$ cat src/rtl/spm_ctrl_pkg.sv
// spm_ctrl_pkg
// Shared definitions for the spm_ctrl sequencing controller.
//   spm_ctrl_state_t : controller FSM states (IDLE / RUN / DONE)
//   cnt_w(width)     : bit width of the RUN cycle counter, which has to
//                      reach 2*width inclusive
package spm_ctrl_pkg;

  typedef enum logic [1:0] {
    IDLE = 2'd0,
    RUN  = 2'd1,
    DONE = 2'd2
  } spm_ctrl_state_t;

  function automatic int cnt_w(input int width);
    return $clog2(2 * width + 1);
  endfunction

endpackage

$ cat src/rtl/spm_ctrl_spm.sv
// spm
// Serial-parallel signed multiplier. The multiplicand is applied in
// parallel on x; the multiplier arrives one bit per cycle on y, LSB first,
// sign-extended by the driver for as many cycles as product bits are
// wanted. Each cycle one product bit is produced, LSB first, and it appears
// registered on p in the following cycle.
// Ports:
//   clk  in   1     clock, rising edge
//   rst  in   1     asynchronous active-high reset, clears the accumulator
//   x    in   SIZE  signed multiplicand (parallel)
//   y    in   1     current multiplier bit (serial)
//   p    out  1     registered product bit
module spm #(
  parameter int SIZE = 32
) (
  input  logic            clk,
  input  logic            rst,
  input  logic [SIZE-1:0] x,
  input  logic            y,
  output logic            p
);

  // The running partial sum is kept as a signed value one bit wider than x.
  // Adding a sign-extended x and shifting right arithmetically keeps it
  // bounded by |x|, so SIZE+1 bits hold it and SIZE+2 bits hold the sum.
  logic [SIZE:0]   acc_q, acc_d;
  logic            p_q, p_d;
  logic [SIZE+1:0] sum;

  always_comb begin
    sum   = {acc_q[SIZE], acc_q} + (y ? {{2{x[SIZE-1]}}, x} : '0);
    p_d   = sum[0];
    acc_d = sum[SIZE+1:1];
  end

  always_ff @(posedge clk or posedge rst) begin
    if (rst) begin
      acc_q <= '0;
      p_q   <= 1'b0;
    end else begin
      acc_q <= acc_d;
      p_q   <= p_d;
    end
  end

  assign p = p_q;

endmodule

$ cat src/rtl/spm_ctrl.sv
// spm_ctrl
// Sequencing controller wrapped around the serial-parallel multiplier spm.
// Accepts a signed operand pair over a valid/ready handshake, streams the
// multiplier into spm LSB-first with sign extension, reassembles the serial
// product and returns the 2*WIDTH-bit signed product over a second
// valid/ready handshake. spm is held in reset whenever no operation runs.
// Ports:
//   clk        in   1        clock, rising edge
//   rst_n      in   1        asynchronous active-low reset
//   in_valid   in   1        operand pair offered
//   in_ready   out  1        controller idle and able to accept
//   mc         in   WIDTH    signed multiplicand
//   mp         in   WIDTH    signed multiplier
//   abort      in   1        cancel the operation in flight (RUN only)
//   out_valid  out  1        prod holds a finished result
//   out_ready  in   1        consumer takes the result
//   prod       out  2*WIDTH  signed product mc*mp
//   busy       out  1        multiplication in progress
module spm_ctrl
  import spm_ctrl_pkg::*;
#(
  parameter int WIDTH = 32
) (
  input  logic               clk,
  input  logic               rst_n,
  input  logic               in_valid,
  output logic               in_ready,
  input  logic [WIDTH-1:0]   mc,
  input  logic [WIDTH-1:0]   mp,
  input  logic               abort,
  output logic               out_valid,
  input  logic               out_ready,
  output logic [2*WIDTH-1:0] prod,
  output logic               busy
);

  localparam int                 CNT_W    = cnt_w(WIDTH);
  localparam logic [CNT_W-1:0]   CNT_LAST = CNT_W'(2 * WIDTH);

  spm_ctrl_state_t      state_q, state_d;
  logic [CNT_W-1:0]     cnt_q, cnt_d;
  logic [WIDTH-1:0]     x_q, x_d;
  logic [WIDTH-1:0]     y_sh_q, y_sh_d;
  logic [2*WIDTH-1:0]   prod_sh_q, prod_sh_d;
  logic [2*WIDTH-1:0]   prod_q, prod_d;
  logic                 out_valid_q, out_valid_d;
  logic                 spm_rst_q, spm_rst_d;

  logic                 spm_rst;
  logic                 spm_p;
  logic [2*WIDTH-1:0]   prod_cap;

  // spm must clear the instant rst_n drops, not only at the next edge, so
  // the chip reset is ORed in combinationally with the registered hold.
  assign spm_rst = ~rst_n | spm_rst_q;

  spm #(
    .SIZE (WIDTH)
  ) u_spm (
    .clk (clk),
    .rst (spm_rst),
    .x   (x_q),
    .y   (y_sh_q[0]),
    .p   (spm_p)
  );

  // spm.p carries the product bit of the previous RUN cycle, so it is
  // shifted in from the top; after 2*WIDTH captures bit 0 sits at the LSB.
  assign prod_cap = {spm_p, prod_sh_q[2*WIDTH-1:1]};

  always_comb begin
    state_d     = state_q;
    cnt_d       = cnt_q;
    x_d         = x_q;
    y_sh_d      = y_sh_q;
    prod_sh_d   = prod_sh_q;
    prod_d      = prod_q;
    out_valid_d = out_valid_q;
    spm_rst_d   = spm_rst_q;

    case (state_q)
      IDLE: begin
        if (in_valid) begin
          x_d       = mc;
          y_sh_d    = mp;
          cnt_d     = '0;
          prod_sh_d = '0;
          spm_rst_d = 1'b0;
          state_d   = RUN;
        end
      end

      RUN: begin
        // abort is checked first so it also beats the final capture cycle
        if (abort) begin
          spm_rst_d = 1'b1;
          state_d   = IDLE;
        end else begin
          // refilling with the sign bit keeps feeding mp[WIDTH-1] once
          // the real multiplier bits are exhausted
          y_sh_d = {y_sh_q[WIDTH-1], y_sh_q[WIDTH-1:1]};
          cnt_d  = cnt_q + CNT_W'(1);
          if (cnt_q != '0) begin
            prod_sh_d = prod_cap;
          end
          if (cnt_q == CNT_LAST) begin
            prod_d      = prod_cap;
            out_valid_d = 1'b1;
            spm_rst_d   = 1'b1;
            state_d     = DONE;
          end
        end
      end

      DONE: begin
        if (out_ready) begin
          out_valid_d = 1'b0;
          state_d     = IDLE;
        end
      end

      default: begin
        out_valid_d = 1'b0;
        spm_rst_d   = 1'b1;
        state_d     = IDLE;
      end
    endcase
  end

  always_ff @(posedge clk or negedge rst_n) begin
    if (!rst_n) begin
      state_q     <= IDLE;
      cnt_q       <= '0;
      x_q         <= '0;
      y_sh_q      <= '0;
      prod_sh_q   <= '0;
      prod_q      <= '0;
      out_valid_q <= 1'b0;
      spm_rst_q   <= 1'b1;
    end else begin
      state_q     <= state_d;
      cnt_q       <= cnt_d;
      x_q         <= x_d;
      y_sh_q      <= y_sh_d;
      prod_sh_q   <= prod_sh_d;
      prod_q      <= prod_d;
      out_valid_q <= out_valid_d;
      spm_rst_q   <= spm_rst_d;
    end
  end

  // Outputs come straight from registers; nothing combinational from inputs.
  assign in_ready  = (state_q == IDLE);
  assign busy      = (state_q == RUN);
  assign out_valid = out_valid_q;
  assign prod      = prod_q;

endmodule

$ cat config.mk
export PLATFORM = sky130hd
export DESIGN_NAME = spm_ctrl
export DESIGN_NICKNAME = d
export VERILOG_FILES = /design/src/rtl/spm_ctrl_pkg.sv /design/src/rtl/spm_ctrl_spm.sv /design/src/rtl/spm_ctrl.sv
export SDC_FILE = /design/constraint.sdc
export NUM_CORES = 1
export LEC_CHECK = 0
export ABC_AREA = 0
export CAP_MARGIN = 5
export CELL_PAD_IN_SITES_DETAIL_PLACEMENT = 0
export CELL_PAD_IN_SITES_GLOBAL_PLACEMENT = 1
export CORE_MARGIN = 4
export CORE_UTILIZATION = 40
export DETAILED_ROUTE_END_ITERATION = 10
export HOLD_SLACK_MARGIN = 0.12
export PLACE_DENSITY = 0.87
export SLEW_MARGIN = 0
export SYNTH_ARGS = -nofsm -noshare
export SYNTH_HDL_FRONTEND = slang
export SYNTH_SLANG_ARGS = --single-unit
$ cat constraint.sdc
create_clock -name clk -period 2.8 [get_ports clk]
set_clock_uncertainty 0.05 [all_clocks]
set_input_delay 0.84 -clock clk [delete_from_list [all_inputs] [get_ports clk]]
set_output_delay 0.84 -clock clk [all_outputs]
set_load 0.1 [all_outputs]
==> summary by stage <==
CTS
For the worst-skew pair, the clock arrives at the later sink with an insertion delay of 520 ps. The root buffer cell is sky130_fd_sc_hd__clkbuf_16. For this design, the sink count on the clock tree is 236. The clock input transition at the sequential cells of the worst setup and hold paths is 60 ps. The total number of H-tree levels is 1. Buffers inserted during clock tree synthesis total 26. The maximum clock path buffer count is 3. TritonCTS built the clock tree.

Global routing
The global-route congestion overflow total is 0. In the global route stage, overall resource usage came out at 0.153. The number of global-route vias before repair is 7647.

The wire length of the first global-routing pass is 39.2 mm. The layer carrying the most global-route usage is met2. The largest net degree at the start of global routing is 115. The global routing met1 resource utilization is 0.214.

The met3 capacity usage during global routing is 0.0297. In the global route stage, met2 resource usage came out at 0.252. The initial antenna violation count is 1.

Synthesis
The register bit total from synthesis is 236. Yosys attributes the largest share of cell area to sky130_fd_sc_hd__dfrtp_1 54%, sky130_fd_sc_hd__mux2_1 6.6%, sky130_fd_sc_hd__nand2_1 6.4%, sky130_fd_sc_hd__ha_1 4.0%, sky130_fd_sc_hd__mux2_2 3.5%. The number of nets in the synthesized netlist is 1114. The post-synthesis instance area is 10900 µm². The number of flops mapped to enable cells by yosys is 0. In the synthesized netlist the dominant register cell turns out to be sky130_fd_sc_hd__dfrtp_1. The area share of the leading cell type in the synthesized netlist is 0.540.

Yosys mapped the design onto 56 distinct sky130hd cell types. The top cell type by total area after synthesis is sky130_fd_sc_hd__dfrtp_1. The synthesized area per cell is 10.8 µm². The share of the Yosys chip area taken by registers is 0.542. After synthesis, the share of flip-flops with an asynchronous set or reset is 1.00.

For this run, the number of Yosys warnings is 0. The number of cells produced by synthesis is 1009.

STA
Headroom to the max-slew limit came out at 0.584. The number of slew-limit violations in the final report is 0. The time the final worst path needs with I/O delays and setup is 2670 ps. Setup repair after global routing could not meet its margin everywhere. The tightest hold path in the finished design has a slack of 369 ps.

Setup total negative slack on the finished layout was measured at 0 ps. The maximum operating frequency is 375 MHz. For the pin with the worst max-slew slack, the measured transition is 624 ps.

The final hold violation count is 0. The part of the cycle the worst path needs is 0.953. The number of setup violations in the final report is 0.

Worst setup path
The slowest stage cell on the critical path is sky130_fd_sc_hd__dfrtp_1. The critical path starts at y_sh_q[0]. The largest incremental delay on the critical path is 410 ps. The cell family with the largest share of critical-path delay is compound AO/OA/AOI/OAI gates. The category of the worst setup path launch point is a flop.

STA puts the critical path data required time at 3140 ps. Traced cell by cell, the critical path runs through buf_12 -> and2_1 -> ha_1 -> a21o_1 -> a211oi_2 -> o21bai_1 -> a221o_1 -> o2111ai_1 -> o211ai_1 -> xor2_1. The worst setup path is captured at a flop. Of all nets on the critical path, the largest fanout is 31. Together, buffers and inverters on the worst path number 1.

The data arrival time at the worst-slack endpoint is 3010 ps. In this run the critical register-to-register path is launched from y_sh_q[0]. The startpoint-to-endpoint class of the critical path is reg2reg.

Status
The run finished with clean final reports.

Finish
After routing the design area is 13600 µm². Leaving out fill and tap cells, the most frequent cell in the layout is sky130_fd_sc_hd__dfrtp_1. The filler cells instantiated in the layout total 2411. After the last flow step, the layout net total stands at 1245.

In the final layout, the share of cells above drive strength 1 is 0.174. Once layout is complete, the utilization of the core stands at 0.506. In the final layout, the multi-input gates occupy 4780 µm².

Registers take 5910 µm². The repair_antennas step left the layout with diodes totalling 0. In the layout the commonest cells are 235 x sky130_fd_sc_hd__dfrtp_1, 184 x sky130_fd_sc_hd__nand2_1, 81 x sky130_fd_sc_hd__buf_4. From synthesis to final layout, the design area changed by 24.8%.

Detailed routing
For this run, design rule violations remaining after detail routing come to 0. The routed via count divided by cell count is 5.13. In this run, the number of DRC markers left after iteration 0 of detailed routing was 541. The routed wirelength normalized by instance count is 15.5 µm. The count of TritonRoute iterations in the first routing pass is 5. The final antenna-violating net count is 0. For this block, the routed nets add up to 23.3 mm of wire. The via count is 7700.

Power
The total power per unit cell area is 853 nW/µm². For this design the static power due to leakage is 6.77 nW. The worst voltage drop across the vdd grid is 683 µV.

Flow run
The number of maximum-capacitance violations is 0.

Placed design
The count of buffers from port buffering is 135. Routability-driven placement finished with a final weighted congestion of 0.883. In this run the cell area measured after placement is 12600 µm². Once detailed placement completed, the half-perimeter wirelength came to 15.8 mm.

Floorplanning
The area of the die is 29900 µm². The vertical die dimension is 173 µm. For this configuration, the core starts out at a cell density of 0.405. 136 I/O pins were placed. The row count is 60. The placeable core region is 26900 µm².

The die span in x is 173 µm.

Min path
The tightest min-delay check is of the in2async type.
-- cells in the mapped netlist (22+ instances only) --
master and n:
sky130_fd_sc_hd__xnor2_1 22, sky130_fd_sc_hd__ha_1 35, sky130_fd_sc_hd__nand2_1 185, sky130_fd_sc_hd__nand3_1 69, sky130_fd_sc_hd__dfrtp_1 235, sky130_fd_sc_hd__clkbuf_1 38, sky130_fd_sc_hd__mux2i_1 31, sky130_fd_sc_hd__o21ai_0 45
sky130_fd_sc_hd__and2_1 36, sky130_fd_sc_hd__a21oi_1 40, sky130_fd_sc_hd__mux2_2 34, sky130_fd_sc_hd__nor2_1 28, sky130_fd_sc_hd__mux2_1 64
-- per-stage QoR --
step	std cells	total power, mW	setup WS (ps)
6_report	1501	11.6	131
5_1_grt	1501	12.4	1.08
4_1_cts	1500	11.6	60.5
3_5_place_dp	1452	8.05	79.1
3_3_place_gp	1452	7.99	129
2_1_floorplan	1009	6.98	215
-- repair_timing --
| item | CTS | global route |
|---|---|---|
| hold buffers | 0 | 0 |
| hold endpoints to repair | 0 | 0 |
| gates resized for setup | 0 | 15 |
| setup buffers | 0 | 1 |
| endpoints found under the setup margin | 0 | 10 |
-- kinds of logic (layout without fill, tap and decap cells) --
kind of cell    Yosys count  count (layout)  share of synthesized area
simple gates            352             352                      0.148
flops                   236             236                      0.542
compound gates          148             148                     0.0848
mux                     129             129                      0.130
buf+inv                  76             227                     0.0279
fa+ha+maj                36              36                     0.0420
xor+xnor                 32              32                     0.0257
-- report_power, final --
part / internal (mW) / switching [mW] / leakage (nW) / total (mW)
combinational: 1.66 / 2.17 / 3.21 / 3.83
sequential: 3.98 / 0.271 / 3.10 / 4.25
clock: 2.15 / 1.36 / 0.453 / 3.51
total: 7.79 / 3.80 / 6.77 / 11.6
-- state kept, by name, indices dropped and copies added (netlist names), 2 cells and up --
name and count:
state_q 2, u_spm.acc_q 33, prod 64, cnt_q 7
x_q 32, y_sh_q 32, prod_sh_q 63
-- final timing paths --
kind | to | slack (ps) | cells after the start
max | u_spm.acc_q[29] | 130 | 10
min | prod_sh_q[59] | 370 | 2
max reg2reg | u_spm.acc_q[29] | 130 | 10
min reg2reg | u_spm.p | 420 | 2
max in group asynchronous | y_sh_q[10] | 1840 | 2
min in group clk | prod_sh_q[1] | 420 | 2
-- final cells by class --
class	instances	share of cell area
Multi-Input combinational cell	697	0.352
Tap cell	341	0.0314
Clock buffer	38	0.0585
Sequential cell	236	0.435
Clock inverter	10	0.00838
Inverter	20	0.00571
Timing Repair Buffer	159	0.110
-- metal layers --
| metal | vias to the layer above | wire length, µm |
|---|---|---|
| li1 | 3760 | - |
| met1 | 3723 | 10800 |
| met2 | 185 | 10900 |
| met3 | 30 | 1140 |
| met4 | 2 | 356 |
| met5 | - | 11 |
-- worst reg2reg max path, delay by kind of cell, from the launching register on --
family | cells | cell delay [ps]
buffers and inverters | 1 | 180
AND/OR/NAND/NOR | 1 | 150
adder cells (fa/ha/maj) | 1 | 330
XOR/XNOR | 1 | 160
AO/OA/AOI/OAI | 6 | 1270
flip-flops | 1 | 410
(Power assumes the default switching activity.)
